## config.mk

```make
export PLATFORM = sky130hd
export DESIGN_NAME = counter3_arbiter
export DESIGN_NICKNAME = d
export VERILOG_FILES = /design/src/rtl/counter3_arbiter_pkg.sv /design/src/rtl/counter3_down.sv /design/src/rtl/counter3_arbiter.sv
export SDC_FILE = /design/constraint.sdc
export NUM_CORES = 1
export LEC_CHECK = 0
export BUFFER_PORTS_ARGS = -buffer_cell sky130_fd_sc_hd__buf_4
export CAP_MARGIN = 40
export CORE_MARGIN = 1.5
export CORE_UTILIZATION = 43
export CTS_CLUSTER_DIAMETER = 40
export DETAILED_ROUTE_END_ITERATION = 7
export PLACE_DENSITY = 0.69
export SLEW_MARGIN = 20
export SYNTH_ARGS = -nofsm -noshare
export SYNTH_HDL_FRONTEND = slang
export SYNTH_HIERARCHICAL = 1
export SYNTH_SLANG_ARGS = --single-unit
```

## constraint.sdc

```tcl
create_clock -name clk -period 1.71 [get_ports clk]
set_clock_uncertainty 0.15 [all_clocks]
set_input_delay 0.342 -clock clk [delete_from_list [all_inputs] [get_ports clk]]
set_output_delay 0.342 -clock clk [all_outputs]
set_load 0.05 [all_outputs]
```

## src/rtl/counter3_arbiter_pkg.sv

```systemverilog
// Shared constants and state encoding for the two-requester grant-length arbiter.
package counter3_arbiter_pkg;

  localparam int unsigned CNT_W   = 3;
  localparam int unsigned NUM_REQ = 2;

  typedef enum logic [1:0] {
    IDLE  = 2'd0,
    GRANT = 2'd1,
    GAP   = 2'd2
  } state_t;

endpackage

```

## src/rtl/counter3_down.sv

```systemverilog
// Loadable down-counter that saturates at zero; load wins over decrement.
module counter3_down #(
  parameter int unsigned W = 3
) (
  input  logic         clk,
  input  logic         reset,
  input  logic         load,
  input  logic [W-1:0] load_val,
  input  logic         dec,
  output logic [W-1:0] count
);

  // Count register: load, else decrement while non-zero, else hold.
  always_ff @(posedge clk) begin
    if (reset) begin
      count <= '0;
    end else if (load) begin
      count <= load_val;
    end else if (dec && (count != '0)) begin
      count <= count - W'(1);
    end
  end

endmodule

```

## src/rtl/counter3_arbiter.sv

```systemverilog
// Round-robin arbiter granting one of two requesters for len+1 cycles,
// followed by a one-cycle gap before the next arbitration.
module counter3_arbiter
  import counter3_arbiter_pkg::*;
#(
  parameter int unsigned CNT_W   = counter3_arbiter_pkg::CNT_W,
  parameter int unsigned NUM_REQ = counter3_arbiter_pkg::NUM_REQ
) (
  input  logic               clk,
  input  logic               reset,
  input  logic [NUM_REQ-1:0] req,
  input  logic [CNT_W-1:0]   len0,
  input  logic [CNT_W-1:0]   len1,
  output logic [NUM_REQ-1:0] gnt,
  output logic               busy,
  output logic [CNT_W-1:0]   remain,
  output logic [NUM_REQ-1:0] done
);

  state_t               state_q, state_d;
  logic [NUM_REQ-1:0]   gnt_q, gnt_d;
  logic [NUM_REQ-1:0]   done_q, done_d;
  logic                 busy_q, busy_d;
  logic                 ptr_q, ptr_d;     // 1 = favour requester 1 on a tie
  logic                 win;
  logic                 cnt_load;
  logic                 cnt_dec;
  logic [CNT_W-1:0]     cnt_load_val;
  logic [CNT_W-1:0]     count;

  // Grant-length counter; cleared on exit from GRANT so it reads 0 elsewhere.
  counter3_down #(
    .W (CNT_W)
  ) u_cnt (
    .clk      (clk),
    .reset    (reset),
    .load     (cnt_load),
    .load_val (cnt_load_val),
    .dec      (cnt_dec),
    .count    (count)
  );

  // State and output registers.
  always_ff @(posedge clk) begin
    if (reset) begin
      state_q <= IDLE;
      gnt_q   <= '0;
      done_q  <= '0;
      busy_q  <= 1'b0;
      ptr_q   <= 1'b0;
    end else begin
      state_q <= state_d;
      gnt_q   <= gnt_d;
      done_q  <= done_d;
      busy_q  <= busy_d;
      ptr_q   <= ptr_d;
    end
  end

  // Next-state, arbitration and counter control.
  always_comb begin
    state_d      = state_q;
    gnt_d        = gnt_q;
    done_d       = '0;
    ptr_d        = ptr_q;
    win          = 1'b0;
    cnt_load     = 1'b0;
    cnt_load_val = '0;
    cnt_dec      = 1'b0;

    unique case (state_q)
      IDLE: begin
        if (req != '0) begin
          // Requester 1 wins when alone or when it holds the tie pointer.
          win          = req[1] & (~req[0] | ptr_q);
          gnt_d        = '0;
          gnt_d[win]   = 1'b1;
          ptr_d        = ~win;
          cnt_load     = 1'b1;
          cnt_load_val = win ? len1 : len0;
          state_d      = GRANT;
        end
      end
      GRANT: begin
        if ((req & gnt_q) == '0) begin
          // Granted requester withdrew: abort without done.
          gnt_d    = '0;
          cnt_load = 1'b1;
          state_d  = GAP;
        end else if (count == '0) begin
          gnt_d   = '0;
          done_d  = gnt_q;
          state_d = GAP;
        end else begin
          cnt_dec = 1'b1;
        end
      end
      GAP: begin
        gnt_d   = '0;
        state_d = IDLE;
      end
      default: begin
        gnt_d   = '0;
        state_d = IDLE;
      end
    endcase

    busy_d = (state_d != IDLE);
  end

  assign gnt    = gnt_q;
  assign done   = done_q;
  assign busy   = busy_q;
  assign remain = count;

endmodule

```

-- Yosys cells after proc, flatten, opt, wreduce, memory -nomap -nowiden
Cells that the tools add are included.
- eq/ne operators: 3
- reductions and logical operators: 12
- multiplexer cells: 21
- add/sub/neg operators: 1
- magnitude comparators: 2
- bitwise gates (word level): 7
- operators with widths (operator ; count):
    $mux W3 ; 5
    $mux W2 ; 6
    $pmux W2 S2 ; 2
    $mux W1 ; 6
    $reduce_bool A2 Y1 ; 3
    $logic_not A2 Y1 ; 2
    $not A1 Y1 ; 4
    $reduce_and A2 Y1 ; 2
    $reduce_or A4 Y1 ; 1
    $logic_not A3 Y1 ; 1
    $ne A3 B3 Y1 const B ; 1
    $reduce_bool A3 Y1 ; 1
    $sub A3 B1 Y3 const B ; 1
    $and A2 B2 Y2 ; 1
    $eq A2 B1 Y1 const B ; 1
    $logic_and A1 B1 Y1 ; 2
    $lt A1 B2 Y1 const B ; 1
    $ne A2 B2 Y1 const B ; 1
    $pmux W1 S2 ; 1
    $and A1 B1 Y1 ; 1
    $demux W1 S1 ; 1
    $ge A1 B1 Y1 const B ; 1
    $or A1 B1 Y1 ; 1
- input port bits: 10
- output and inout bits: 8
- register bits: 11
- logic and storage cells: 52

-- Longest topological paths before layout
Gate-level depths: netlist of run 1.
- word-level depth: 9
- mapped depth: 7
- mapped depth without buffers: 6

-- Hierarchy
Netlist of run 1, hierarchy kept.
- by module, submodules not included (module ; cells an instance ; area an instance (um^2) ; sequential area each (um^2) ; times used):
    counter3_arbiter ; 48 ; 436.7 ; 160.2 ; 1
    counter3_down ; 21 ; 182.7 ; 60.1 ; 1

-- Worst setup path after synthesis of run 1
No wires, ideal clock.
- kind: register to register
- from: register u_cnt.count[0]
- to: register u_cnt.count[1]
- arrival time: 1.696 ns
- setup time: 0.074 ns
- data required time: 1.486 ns
- stages on the path, launching flop included: 7
- buffers on the path: 0
- slack: -0.210 ns
- clock period less this slack: 1.920 ns
- cell sequence: dfxtp_1 > inv_1 > ha_1 > ha_1 > nand2b_4 > or3_1 > a31oi_1
- longest elaborated chain between the ends: 6
- elaborated cells between the ends (all ways): 10
- those cells by class: add/sub: 1; mux: 5; reduce/logical: 4
- RTL lines (what ; line ; source):
    start: declaration ; counter3_down.sv:10 ; output logic [W-1:0] count
    start signal: assignment ; counter3_down.sv:18 ; count <= load_val;
    start signal: assignment ; counter3_down.sv:20 ; count <= count - W'(1);
    $logic_not A3 Y1 ; counter3_arbiter.sv:90 ; end else if (count == '0) begin
    $mux W1 ; counter3_arbiter.sv:90 ;
    $mux W1 ; counter3_arbiter.sv:85 ; if ((req & gnt_q) == '0) begin
    $mux W1 ; counter3_arbiter.sv:71 ; unique case (state_q)
    $logic_and A1 B1 Y1 ; counter3_down.sv:19 ; end else if (dec && (count != '0)) begin
    $reduce_bool A2 Y1 (no source line) ; n/a ;
Several ways; a longest one is shown, not always the timed one. The select of a mux whose other input is x is not followed.
A chain may end at the register's enable or synchronous reset.

-- Final worst setup path of run 1
Same ends and word-level chain as after synthesis.

==> run summary, run 1 <==
DRT
----------------------------------------------------------------------------------------------------
Post-route ant nets                                                                                0
TritonRoute pass-1 iters                                                                           4
Final wirelength                                                                             1320 um
Wire length per cell after detailed routing                                                  12.2 um
Starting DRC count in detailed routing                                                             4
Via count                                                                                        585
Remaining design rule violation count                                                              0
Detailed-route vias per instance                                                                5.42

STA
----------------------------------------------------------------------------------------------------
Final worst path period need                                                                 1.62 ns
Number of hold violations in the final report                                                      0
Count of final max-slew check failures                                                             0
Worst Hold Margin                                                                           0.177 ns
Final WS setup                                                                             0.0907 ns
Total setup violations reported at the end of the flow                                             0
Share of the cycle needed by the critical path after routing                                   94.7%
Setup repair after global routing missed its margin                                               no
Rel. slew slack                                                                                77.4%
Transition time of the tightest slew-check pin                                              0.337 ns
Maximum achievable frequency                                                                 618 MHz

SYNTHESIS
----------------------------------------------------------------------------------------------------
Share of Yosys cell area claimed by the top area cell type                                     35.6%
Post-synthesis instance area                                                                 619 um2
Number of flops mapped to enable cells by yosys                                                    0
Most common library cells after synthesis                                               sky130_fd_sc_hd__dfxtp_1, sky130_fd_sc_hd__a21oi_1, sky130_fd_sc_hd__inv_1, sky130_fd_sc_hd__nor3_1, sky130_fd_sc_hd__nand2_1
Yosys Warn Count                                                                                   6
Predominant post-synthesis flop cell                                                    sky130_fd_sc_hd__dfxtp_1
Avg Cell Area, Syn                                                                          8.98 um2
Cell taking the most area after synthesis                                               sky130_fd_sc_hd__dfxtp_1
Portion of the post-synthesis area used by sequential elements                                 35.6%
Gate count of the mapped netlist                                                                  69
Number of distinct standard cells referenced by the synthesized netlist                           29
Post-Synthesis Net Count                                                                          81
Fraction of registers with async set or reset after synthesis                                     0%
Most area-consuming cells after synthesis                                               sky130_fd_sc_hd__dfxtp_1, sky130_fd_sc_hd__a21oi_1, sky130_fd_sc_hd__nor4b_2, sky130_fd_sc_hd__a32oi_1, sky130_fd_sc_hd__ha_1
Synth Register Bits                                                                               11
Most used standard cell by instance count after synthesis                               sky130_fd_sc_hd__dfxtp_1

WORST SETUP PATH
----------------------------------------------------------------------------------------------------
Kind of end point of the critical path                                                     flip-flop
Highest cell delay on the worst timing path                                                  0.36 ns
CP dominant cell by count                                                               sky130_fd_sc_hd__ha_1
RR Startpoint                                                                           u_cnt/count[0]$_SDFFE_PP0P_
Crit path required time                                                                      1.75 ns
Buffers & Inverters on Critical Path                                                               1
Reg2reg end                                                                             u_cnt/count[1]$_SDFFE_PP0P_
Startpoint kind of the worst setup timing path                                             flip-flop
Crit path cell chain                                                                    inv_1 > ha_1 > ha_1 > nand2b_4 > or3_1 > a31oi_1
Depth of the worst register-to-register path                                                       6
Critical path's slowest cell                                                            sky130_fd_sc_hd__dfxtp_4
Arrival time at the worst endpoint                                                           1.66 ns
Startpoint-to-endpoint class of the critical path                                       flip-flop to flip-flop
Worst-path maximum fanout                                                                          5
Setup slack, reg-to-reg                                                                      0.09 ns
Kind of cell adding the most delay to the critical path                                 simple AND/OR/NAND/NOR gates

POWER AND IR DROP
----------------------------------------------------------------------------------------------------
Worst ir drop on vdd                                                                        0.431 mV
Leakage power figure                                                                        0.352 nW
Power per cell area                                                                       832 nW/um2
Total power                                                                                   692 uW

GLOBAL ROUTING
----------------------------------------------------------------------------------------------------
GRT Resource Usage Total                                                                       18.6%
Vias in the first global route                                                                   470
Largest net degree at the start of global routing                                                 12
Wire length of the first global-routing pass                                                 2060 um
Initial antenna violation count                                                                    0
Overflow left after global routing                                                                 0

CLOCK NETWORK
----------------------------------------------------------------------------------------------------
CTS Root Cell                                                                           sky130_fd_sc_hd__clkbuf_4
Clk buf depth                                                                                      2
Total of cells resized after clock tree synthesis                                                  0
Number of H-tree levels                                                                            1
TritonCTS buffer count                                                                             3
Clock-pin slew reported for the worst setup and hold paths after clock tree synthesis        0.07 ns
Worst-Skew Late Latency                                                                      0.27 ns
Hold Buf Count CTS                                                                                 0
CTS tree                                                                                       built
Number of clock sinks                                                                             11

WORST HOLD PATH
----------------------------------------------------------------------------------------------------
Worst hold stages                                                                                  2
Worst-case hold path end point                                                          gnt[0]$_SDFFE_PP0P_
Hold Path Origin                                                                               reset
Path class of the lowest-slack min-delay path                                           input port to flip-flop

PLACE
----------------------------------------------------------------------------------------------------
Number of buffers added on ports                                                                  17
Routability Congestion                                                                         0.751
Post-detailed-placement cell area                                                            806 um2
Detailed-placement wirelength estimate                                                        974 um
Setup Slack @ Placement                                                                   -0.0168 ns

FINISH
----------------------------------------------------------------------------------------------------
Utilization of the core after routing                                                          63.2%
Layout-stage area growth over the synthesis result                                             34.3%
Net count of the finished layout                                                                 106
Fin area                                                                                     832 um2
Fill cell instance count of the final layout                                                     131
Share of cells above drive strength 1                                                          45.2%
Diodes inserted                                                                                    0

FLOORPLANNING
----------------------------------------------------------------------------------------------------
Die boundary width                                                                           41.0 um
Die Height                                                                                   41.0 um
Area of the placeable core                                                                  1320 um2
Die Outline Area                                                                            1680 um2
Initial Util                                                                                   47.0%
Std-Cell Rows                                                                                     13
Num ports                                                                                         18

RUN STATUS
----------------------------------------------------------------------------------------------------
Outcome                                                                                 finished, final reports clean

FLOW RUN
----------------------------------------------------------------------------------------------------
Max cap viols                                                                                      0

==> how the worst max path moves through the flow <==
stage | endpoint | slack (ns) | startpoint | cells past startpoint
CTS | u_cnt/count[1]$_SDFFE_PP0P_ | 0.08 | u_cnt/count[0]$_SDFFE_PP0P_ | 6
floorplan | u_cnt/count[2]$_SDFFE_PP0P_ | 0.02 | u_cnt/count[2]$_SDFFE_PP0P_ | 7
global placement | u_cnt/count[1]$_SDFFE_PP0P_ | -0.008 | req[1] | 5
global route | u_cnt/count[2]$_SDFFE_PP0P_ | 0.01 | u_cnt/count[0]$_SDFFE_PP0P_ | 6
detailed placement | u_cnt/count[0]$_SDFFE_PP0P_ | -0.02 | req[1] | 6
finish | u_cnt/count[1]$_SDFFE_PP0P_ | 0.09 | u_cnt/count[0]$_SDFFE_PP0P_ | 6
==> power breakdown <==
group	switching, mW	leakage, nW	total [mW]	internal (mW)
combinational	0.122	0.244	0.220	0.0980
clock	0.0883	0.0150	0.179	0.0903
sequential	0.0169	0.0930	0.293	0.276
==> routing by layer <==
metal,track usage (%),vias up,wire (um)
met5,0,-,0
met4,5.00,0,0
met3,6.52,0,69
met2,29.7,16,616
met1,23.2,267,636
li1,-,302,-
==> cells by family after synthesis <==
family | synth area share, %
flip-flops | 35.6
AND/OR/NAND/NOR | 27.9
XOR/XNOR | 1.41
adder cells (fa/ha/maj) | 4.04
buffers and inverters | 8.89
AO/OA/AOI/OAI | 22.2
==> final cells by class <==
| class | count | area (um2) | area share, % |
|---|---|---|---|
| inverters | 5 | 18.8 | 2.26 |
| well taps | 15 | 18.8 | 2.26 |
| multi-input cells | 48 | 349 | 42.0 |
| flip-flops and latches | 11 | 231 | 27.8 |
| clock buffers | 4 | 26.3 | 3.16 |
| repair buffers | 25 | 188 | 22.6 |
==> repair_timing <==
action / 4_1_cts / 5_1_grt
endpoints found under the hold margin: 0 / 0
buffers inserted: 0 / 0
setup endpoints to repair: 0 / 1
==> registers in the layout, indices dropped and copies added, names as in the netlist <==
signal,cells
gnt,2
busy,1
state_q,2
u_cnt/count,3
ptr_q,1
done,2
==> metrics by stage <==
step                       TNS, ns  cells
after floorplan                  0     69
after global placement    -0.00762    104
after detailed placement   -0.0350    104
after CTS                        0    108
after global routing             0    108
final                            0    108
==> placed cells by master (no fill, tap or decap), types with 3 or more instances in the layout <==
master	netlist	final
sky130_fd_sc_hd__or3_1	3	3
sky130_fd_sc_hd__a32oi_1	3	3
sky130_fd_sc_hd__nor3_1	5	5
sky130_fd_sc_hd__dfxtp_1	11	6
sky130_fd_sc_hd__nand2_1	4	4
sky130_fd_sc_hd__buf_4	2	25
sky130_fd_sc_hd__clkbuf_4	0	3
sky130_fd_sc_hd__inv_1	5	5
sky130_fd_sc_hd__dfxtp_2	0	3
sky130_fd_sc_hd__a21oi_1	6	6
sky130_fd_sc_hd__nor2_1	3	3
Note: power is estimated with default switching activity, not from simulation.
==> run 2: changes to the inputs <==
--- a/config.mk
+++ b/config.mk
@@ -11,7 +11,7 @@
 export CORE_UTILIZATION = 43
 export CTS_CLUSTER_DIAMETER = 40
 export DETAILED_ROUTE_END_ITERATION = 7
-export PLACE_DENSITY = 0.69
+export PLACE_DENSITY = 0.7
 export SLEW_MARGIN = 20
 export SYNTH_ARGS = -nofsm -noshare
 export SYNTH_HDL_FRONTEND = slang
==> run summary, run 2 (synthesized netlist as in run 1, its figures left out) <==
RUN STATUS
----------------------------------------------------------------------------------------------------
Outcome                                                                                 finished, final reports clean

WORST SETUP PATH
----------------------------------------------------------------------------------------------------
Startpoint-to-endpoint class of the critical path                                       flip-flop to flip-flop
Setup slack, reg-to-reg                                                                      0.11 ns   +0.02 ns
Crit path required time                                                                      1.74 ns   about the same
Depth of the worst register-to-register path                                                       6   unchanged
Worst-path maximum fanout                                                                          5   unchanged
Startpoint kind of the worst setup timing path                                             flip-flop
Arrival time at the worst endpoint                                                           1.64 ns   -0.02 ns
RR Startpoint                                                                           u_cnt/count[0]$_SDFFE_PP0P_
Reg2reg end                                                                             u_cnt/count[1]$_SDFFE_PP0P_
Kind of end point of the critical path                                                     flip-flop

CLOCK NETWORK
----------------------------------------------------------------------------------------------------
Number of buffers inserted to repair setup after CTS                                               0   unchanged
Worst-Skew Late Latency                                                                      0.26 ns   about the same
TritonCTS buffer count                                                                             3   unchanged
Number of clock sinks                                                                             11   unchanged
CTS Root Cell                                                                           sky130_fd_sc_hd__clkbuf_4
CTS tree                                                                                       built
Total of cells resized after clock tree synthesis                                                  0   unchanged
Clk buf depth                                                                                      2   unchanged
Hold Buf Count CTS                                                                                 0   unchanged
Clock-pin slew reported for the worst setup and hold paths after clock tree synthesis        0.07 ns   about the same
Number of H-tree levels                                                                            1   unchanged

DRT
----------------------------------------------------------------------------------------------------
Starting DRC count in detailed routing                                                            11   +7
TritonRoute pass-1 iters                                                                           4   unchanged
Via count                                                                                        578   -1.2%
Wire length per cell after detailed routing                                                  12.0 um   -1.8%
Final wirelength                                                                             1300 um   -1.8%
Remaining design rule violation count                                                              0   unchanged
Post-route ant nets                                                                                0   unchanged
Detailed-route vias per instance                                                                5.35   -1.2%

FINISH
----------------------------------------------------------------------------------------------------
Net count of the finished layout                                                                 106   unchanged
Number of flip-flops in the largest register                                                       3   unchanged
Share of cells above drive strength 1                                                          45.2%   unchanged
Layout-stage area growth over the synthesis result                                             34.3%   unchanged
Most common cell after layout, fill and taps aside                                      sky130_fd_sc_hd__buf_4
Most flop-heavy register                                                                 u_cnt/count
Fill cell instance count of the final layout                                                     118   -9.9%
Diodes inserted                                                                                    0   unchanged
Highest-count cells in the layout ignoring fill and taps                                sky130_fd_sc_hd__buf_4, sky130_fd_sc_hd__a21oi_1, sky130_fd_sc_hd__dfxtp_1
Fin area                                                                                     832 um2   unchanged
Utilization of the core after routing                                                          63.2%   unchanged

FLOORPLANNING
----------------------------------------------------------------------------------------------------
Die Height                                                                                   41.0 um   unchanged
Die Outline Area                                                                            1680 um2   unchanged
Area of the placeable core                                                                  1320 um2   unchanged
Die boundary width                                                                           41.0 um   unchanged
Initial Util                                                                                   47.0%   unchanged
Num ports                                                                                         18   unchanged
Std-Cell Rows                                                                                     13   unchanged

PLACE
----------------------------------------------------------------------------------------------------
Detailed-placement wirelength estimate                                                        986 um   +1.2%
Post-detailed-placement cell area                                                            806 um2   unchanged
Routability Congestion                                                                         0.765   +2.0%
Number of buffers added on ports                                                                  17   unchanged
Setup Slack @ Placement                                                                   0.00209 ns   +0.0189 ns

STA
----------------------------------------------------------------------------------------------------
Final WS setup                                                                              0.106 ns   +0.0150 ns
Final setup TNS                                                                                 0 ns   unchanged
Share of the cycle needed by the critical path after routing                                   93.8%   -0.88 points
Rel. slew slack                                                                                74.7%   -2.7 points
Number of hold violations in the final report                                                      0   unchanged
Total setup violations reported at the end of the flow                                             0   unchanged
Final worst path period need                                                                 1.60 ns   -0.0150 ns
Setup repair after global routing missed its margin                                               no
Count of final max-slew check failures                                                             0   unchanged
Maximum achievable frequency                                                                 623 MHz   +0.94%
Transition time of the tightest slew-check pin                                              0.377 ns   +0.0403 ns

POWER AND IR DROP
----------------------------------------------------------------------------------------------------
Leakage power figure                                                                        0.351 nW   -0.20%
Power per cell area                                                                       829 nW/um2   -0.37%
Worst ir drop on vdd                                                                        0.531 mV   +23%
Total power                                                                                   689 uW   -0.37%

GLOBAL ROUTING
----------------------------------------------------------------------------------------------------
GRT Resource Usage Total                                                                       20.8%   +2.2 points
Vias in the first global route                                                                   515   +9.6%
Overflow left after global routing                                                                 0   unchanged
Wire length of the first global-routing pass                                                 2190 um   +6.7%
Largest net degree at the start of global routing                                                 12   unchanged
Initial antenna violation count                                                                    0   unchanged

FLOW RUN
----------------------------------------------------------------------------------------------------
Max cap viols                                                                                      0   unchanged

WORST HOLD PATH
----------------------------------------------------------------------------------------------------
Worst-case hold path end point                                                          gnt[1]$_SDFFE_PP0P_
Worst hold stages                                                                                  2   unchanged
Hold Path Origin                                                                               reset
Path class of the lowest-slack min-delay path                                           input port to flip-flop

## run 2: cell counts in the layout (fill, tap and decap cells not counted)
Identical to the previous run, type by type.
## run 2: metrics by stage
stage	hold WS (ns)	std cells
4_1_cts	0.166	108
6_report	0.179	108
3_3_place_gp	0.349	104
5_1_grt	0.188	108
3_5_place_dp	0.347	104
2_1_floorplan	0.252	69
## run 2: worst max-delay path, cell delays in order, from the launching register on
cell and delay, ns:
sky130_fd_sc_hd__dfxtp_4 0.36, sky130_fd_sc_hd__inv_1 0.04, sky130_fd_sc_hd__ha_1 0.19, sky130_fd_sc_hd__ha_1 0.18, sky130_fd_sc_hd__nand2b_4 0.16, sky130_fd_sc_hd__or3_1 0.30
sky130_fd_sc_hd__a31oi_1 0.14
## run 2: per-layer routing
layer / global-route usage, % / vias up / routed length (um)
met1: 26.7 / 263 / 653
met2: 29.3 / 12 / 596
met4: 13.3 / 0 / 0
met3: 6.52 / 0 / 48
met5: 0 / - / 0
li1: - / 303 / -
## run 2: final cells by class
class,count,area (um2),area share [%]
flip-flops and latches,11,231,27.8
multi-input cells,48,349,42.0
clock buffers,4,26.3,3.16
repair buffers,25,188,22.6
well taps,15,18.8,2.26
inverters,5,18.8,2.26
## run 2: worst max path at each step
stage,from,to,slack [ns],cells after the start
final,u_cnt/count[0]$_SDFFE_PP0P_,u_cnt/count[1]$_SDFFE_PP0P_,0.11,6
after global routing,u_cnt/count[0]$_SDFFE_PP0P_,u_cnt/count[2]$_SDFFE_PP0P_,0.01,6
after CTS,u_cnt/count[0]$_SDFFE_PP0P_,u_cnt/count[1]$_SDFFE_PP0P_,0.07,6
after detailed placement,req[1],u_cnt/count[1]$_SDFFE_PP0P_,0.002,5
after global placement,req[1],u_cnt/count[1]$_SDFFE_PP0P_,0.03,5
after floorplan,u_cnt/count[2]$_SDFFE_PP0P_,u_cnt/count[2]$_SDFFE_PP0P_,0.02,7
## run 2: where the power goes
group	leakage (nW)	internal, mW	switching [mW]
clock	0.0150	0.0901	0.0828
combinational	0.243	0.100	0.123
sequential	0.0930	0.276	0.0165
==> run 3: changes to the inputs <==
--- a/config.mk
+++ b/config.mk
@@ -8,12 +8,11 @@
 export BUFFER_PORTS_ARGS = -buffer_cell sky130_fd_sc_hd__buf_4
 export CAP_MARGIN = 40
 export CORE_MARGIN = 1.5
-export CORE_UTILIZATION = 43
+export CORE_UTILIZATION = 41
 export CTS_CLUSTER_DIAMETER = 40
 export DETAILED_ROUTE_END_ITERATION = 7
-export PLACE_DENSITY = 0.7
+export PLACE_DENSITY = 0.69
 export SLEW_MARGIN = 20
 export SYNTH_ARGS = -nofsm -noshare
 export SYNTH_HDL_FRONTEND = slang
-export SYNTH_HIERARCHICAL = 1
 export SYNTH_SLANG_ARGS = --single-unit
==> run summary, run 3 <==
STA
----------------------------------------------------------------------------------------------------
Final worst path period need                                                                 1.62 ns   +0.0189 ns
Number of hold violations in the final report                                                      0   unchanged
Total setup violations reported at the end of the flow                                             0   unchanged
Worst Hold Margin                                                                           0.157 ns   -0.0221 ns
Maximum achievable frequency                                                                 616 MHz   -1.2%
Setup repair after global routing missed its margin                                              yes
Share of the cycle needed by the critical path after routing                                   94.9%   +1.1 points
Count of final max-slew check failures                                                             0   unchanged
Rel. slew slack                                                                                76.3%   +1.7 points
Transition time of the tightest slew-check pin                                              0.352 ns   -0.0251 ns

WORST SETUP PATH
----------------------------------------------------------------------------------------------------
Highest cell delay on the worst timing path                                                  0.36 ns   about the same
Critical path's slowest cell                                                            sky130_fd_sc_hd__dfxtp_4
Crit path required time                                                                      1.71 ns   -0.03 ns
Buffers & Inverters on Critical Path                                                               0   -1
Arrival time at the worst endpoint                                                           1.62 ns   -0.02 ns
RR Startpoint                                                                           gnt[1]$_SDFFE_PP0P_
Kind of end point of the critical path                                                     flip-flop
Startpoint-to-endpoint class of the critical path                                       flip-flop to flip-flop
Start point of the critical path                                                        gnt[1]$_SDFFE_PP0P_
Startpoint kind of the worst setup timing path                                             flip-flop
Crit path cell chain                                                                    a22o_4 > a211o_1 > a222oi_1 > o22ai_1
Depth of the worst register-to-register path                                                       4   -2
Critical path depth                                                                                4   -2
Kind of cell adding the most delay to the critical path                                 compound AO/OA/AOI/OAI gates
Worst-path maximum fanout                                                                          4   -1

DRT
----------------------------------------------------------------------------------------------------
Via count                                                                                        572   -1.0%
Detailed-route vias per instance                                                                5.66   +5.8%
Remaining design rule violation count                                                              0   unchanged
Starting DRC count in detailed routing                                                            16   +5
Final wirelength                                                                             1360 um   +4.9%
Wire length per cell after detailed routing                                                  13.5 um   +12%
Post-route ant nets                                                                                0   unchanged
TritonRoute pass-1 iters                                                                           4   unchanged

SYNTHESIS
----------------------------------------------------------------------------------------------------
Number of flops mapped to enable cells by yosys                                                    0   unchanged
Post-synthesis instance area                                                                 536 um2   -14%
Synth Register Bits                                                                               11   unchanged
Predominant post-synthesis flop cell                                                    sky130_fd_sc_hd__dfxtp_1
Most common library cells after synthesis                                               sky130_fd_sc_hd__dfxtp_1, sky130_fd_sc_hd__nor2_1, sky130_fd_sc_hd__and3_1
Fraction of registers with async set or reset after synthesis                                     0%   unchanged
Most used standard cell by instance count after synthesis                               sky130_fd_sc_hd__dfxtp_1
Portion of the post-synthesis area used by sequential elements                                 41.1%   +5.6 points
Share of Yosys cell area claimed by the top area cell type                                     41.1%   +5.6 points
Avg Cell Area, Syn                                                                          8.93 um2   -0.57%
Gate count of the mapped netlist                                                                  60   -13%
Number of distinct standard cells referenced by the synthesized netlist                           25   -14%
Most area-consuming cells after synthesis                                               sky130_fd_sc_hd__dfxtp_1, sky130_fd_sc_hd__and3_1, sky130_fd_sc_hd__nor2_1, sky130_fd_sc_hd__a311oi_1, sky130_fd_sc_hd__ha_1
Yosys Warn Count                                                                                   0   -6
Cell taking the most area after synthesis                                               sky130_fd_sc_hd__dfxtp_1
Post-Synthesis Net Count                                                                          72   -11%

CLOCK NETWORK
----------------------------------------------------------------------------------------------------
CTS Root Cell                                                                           sky130_fd_sc_hd__clkbuf_4
Clk buf depth                                                                                      2   unchanged
Number of H-tree levels                                                                            1   unchanged
Worst-Skew Late Latency                                                                      0.26 ns   about the same
Clock-pin slew reported for the worst setup and hold paths after clock tree synthesis        0.07 ns   about the same
TritonCTS buffer count                                                                             3   unchanged
Number of clock sinks                                                                             11   unchanged
CTS tree                                                                                       built

WORST HOLD PATH
----------------------------------------------------------------------------------------------------
Worst hold stages                                                                                  2   unchanged
Path class of the lowest-slack min-delay path                                           input port to flip-flop
Hold Path Origin                                                                               reset

PLACE
----------------------------------------------------------------------------------------------------
Routability Congestion                                                                         0.813   +6.2%
Detailed-placement wirelength estimate                                                        940 um   -4.7%
Number of buffers added on ports                                                                  17   unchanged
Post-detailed-placement cell area                                                            732 um2   -9.2%

POWER AND IR DROP
----------------------------------------------------------------------------------------------------
Power per cell area                                                                       958 nW/um2   +16%
Switching power as a share of total power                                                      35.9%   +3.6 points
Leakage power figure                                                                        0.368 nW   +4.9%
Comb pwr share                                                                                 34.8%   +2.4 points
Int Pwr                                                                                       477 uW   +2.2%
Total power                                                                                   744 uW   +7.9%
Clock share of power                                                                           24.2%   -0.9 points
Worst ir drop on vdd                                                                        0.464 mV   -13%
Net switching power of the design                                                             267 uW   +20%
Power share of the sequential group                                                            41.0%   -1.5 points

FLOORPLANNING
----------------------------------------------------------------------------------------------------
Std-Cell Rows                                                                                     12   -1
Die Height                                                                                   39.1 um   -4.4%
Die boundary width                                                                           39.1 um   -4.4%
Area of the placeable core                                                                  1160 um2   -12%
Die Outline Area                                                                            1530 um2   -8.6%
Initial Util                                                                                   46.3%   -0.69 points
Num ports                                                                                         18   unchanged

FINISH
----------------------------------------------------------------------------------------------------
Area occupied by registers                                                                   233 um2   +0.54%
Highest-count cells in the layout ignoring fill and taps                                sky130_fd_sc_hd__buf_4, sky130_fd_sc_hd__nor2_1, sky130_fd_sc_hd__dfxtp_1
Diodes inserted                                                                                    0   unchanged
Number of flip-flops in the largest register                                                       3   unchanged
Net count of the finished layout                                                                 100   -5.7%
Most common cell after layout, fill and taps aside                                      sky130_fd_sc_hd__buf_4
Fill cell instance count of the final layout                                                      95   -19%
Layout-stage area growth over the synthesis result                                             45.1%
Combined area of the multi-input logic cells                                                 309 um2   -11%
Fin area                                                                                     777 um2   -6.6%
Share of cells above drive strength 1                                                          39.1%   -6.1 points
Most flop-heavy register                                                                 u_cnt.count

GLOBAL ROUTING
----------------------------------------------------------------------------------------------------
Wire length of the first global-routing pass                                                 2220 um   +1.2%
Overflow left after global routing                                                                 0   unchanged
Initial antenna violation count                                                                    0   unchanged
Largest net degree at the start of global routing                                                 10   -2
Vias in the first global route                                                                   503   -2.3%
GRT Resource Usage Total                                                                       22.0%   +1.3 points

FLOW RUN
----------------------------------------------------------------------------------------------------
Max cap viols                                                                                      0   unchanged

RUN STATUS
----------------------------------------------------------------------------------------------------
Outcome                                                                                 finished, final reports clean

==> run 3: cell count changes in the layout (fill, tap and decap cells not counted), moves of 3 or more <==
cell and delta:
sky130_fd_sc_hd__and3_1 +5, sky130_fd_sc_hd__nor2_1 +5, sky130_fd_sc_hd__nand2b_1 +4, sky130_fd_sc_hd__a22oi_1 +3, sky130_fd_sc_hd__a32oi_1 -3, sky130_fd_sc_hd__inv_1 -3, sky130_fd_sc_hd__nand2_1 -3, sky130_fd_sc_hd__nor3_1 -3
==> run 3: worst paths after layout <==
kind	end	slack (ns)
max	u_cnt.count[2]$_SDFFE_PP0P_	0.09
min	gnt[1]$_SDFFE_PP0P_	0.16
max reg2reg	u_cnt.count[2]$_SDFFE_PP0P_	0.09
min reg2reg	ptr_q$_SDFFE_PP0P_	0.35
==> run 3: repair_timing <==
action / 4_1_cts / 5_1_grt
hold buffers: 0 / 0
endpoints found under the setup margin: 0 / 3
resized for setup: 0 / 2
setup buffers: 0 / 1
==> run 3: cell families (layout without fill, tap and decap cells) <==
logic type	count (synthesis)	in the layout	synth area share, %
adders and majority gates	2	2	4.67
and+or+nand+nor	24	24	23.8
AOI/OAI and AO/OA	19	19	27.6
DFF	11	11	41.1
buffers and inverters	4	31	2.80
==> run 3: power groups by stage <==
stage / clock (mW) / sequential (mW) / combinational, mW
2_1_floorplan: 0 / 0.370 / 0.102
3_3_place_gp: 0 / 0.310 / 0.246
3_5_place_dp: 0 / 0.311 / 0.248
4_1_cts: 0.180 / 0.305 / 0.253
5_1_grt: 0.198 / 0.310 / 0.284
6_report: 0.180 / 0.305 / 0.259
==> run 3: routing by layer <==
metal	track usage [%]	part of all wire, %	vias up
met5	0	0	-
met2	35.0	46	20
met1	28.5	48	265
met4	10.3	0.73	0
li1	-	-	285
met3	3.47	4.8	2
==> run 3: area by class of cell <==
class	count	area share, %
clock buffer	4	3.38
inverter	3	1.45
multi-input combinational	45	39.8
sequential	11	30.0
tap	14	2.25
timing repair buffer	24	23.2
==> run 3: per-stage QoR <==
stage	setup WS [ns]	TNS, ns	utilization, %	cells
floorplan	0.0168	0	-	60
finish	0.0868	0	67.2	101
global placement	-0.00546	-0.00546	63.3	96
CTS	0.0108	0	65.6	100
detailed placement	-0.0311	-0.0311	63.3	96
global route	-0.00727	-0.00727	67.2	101
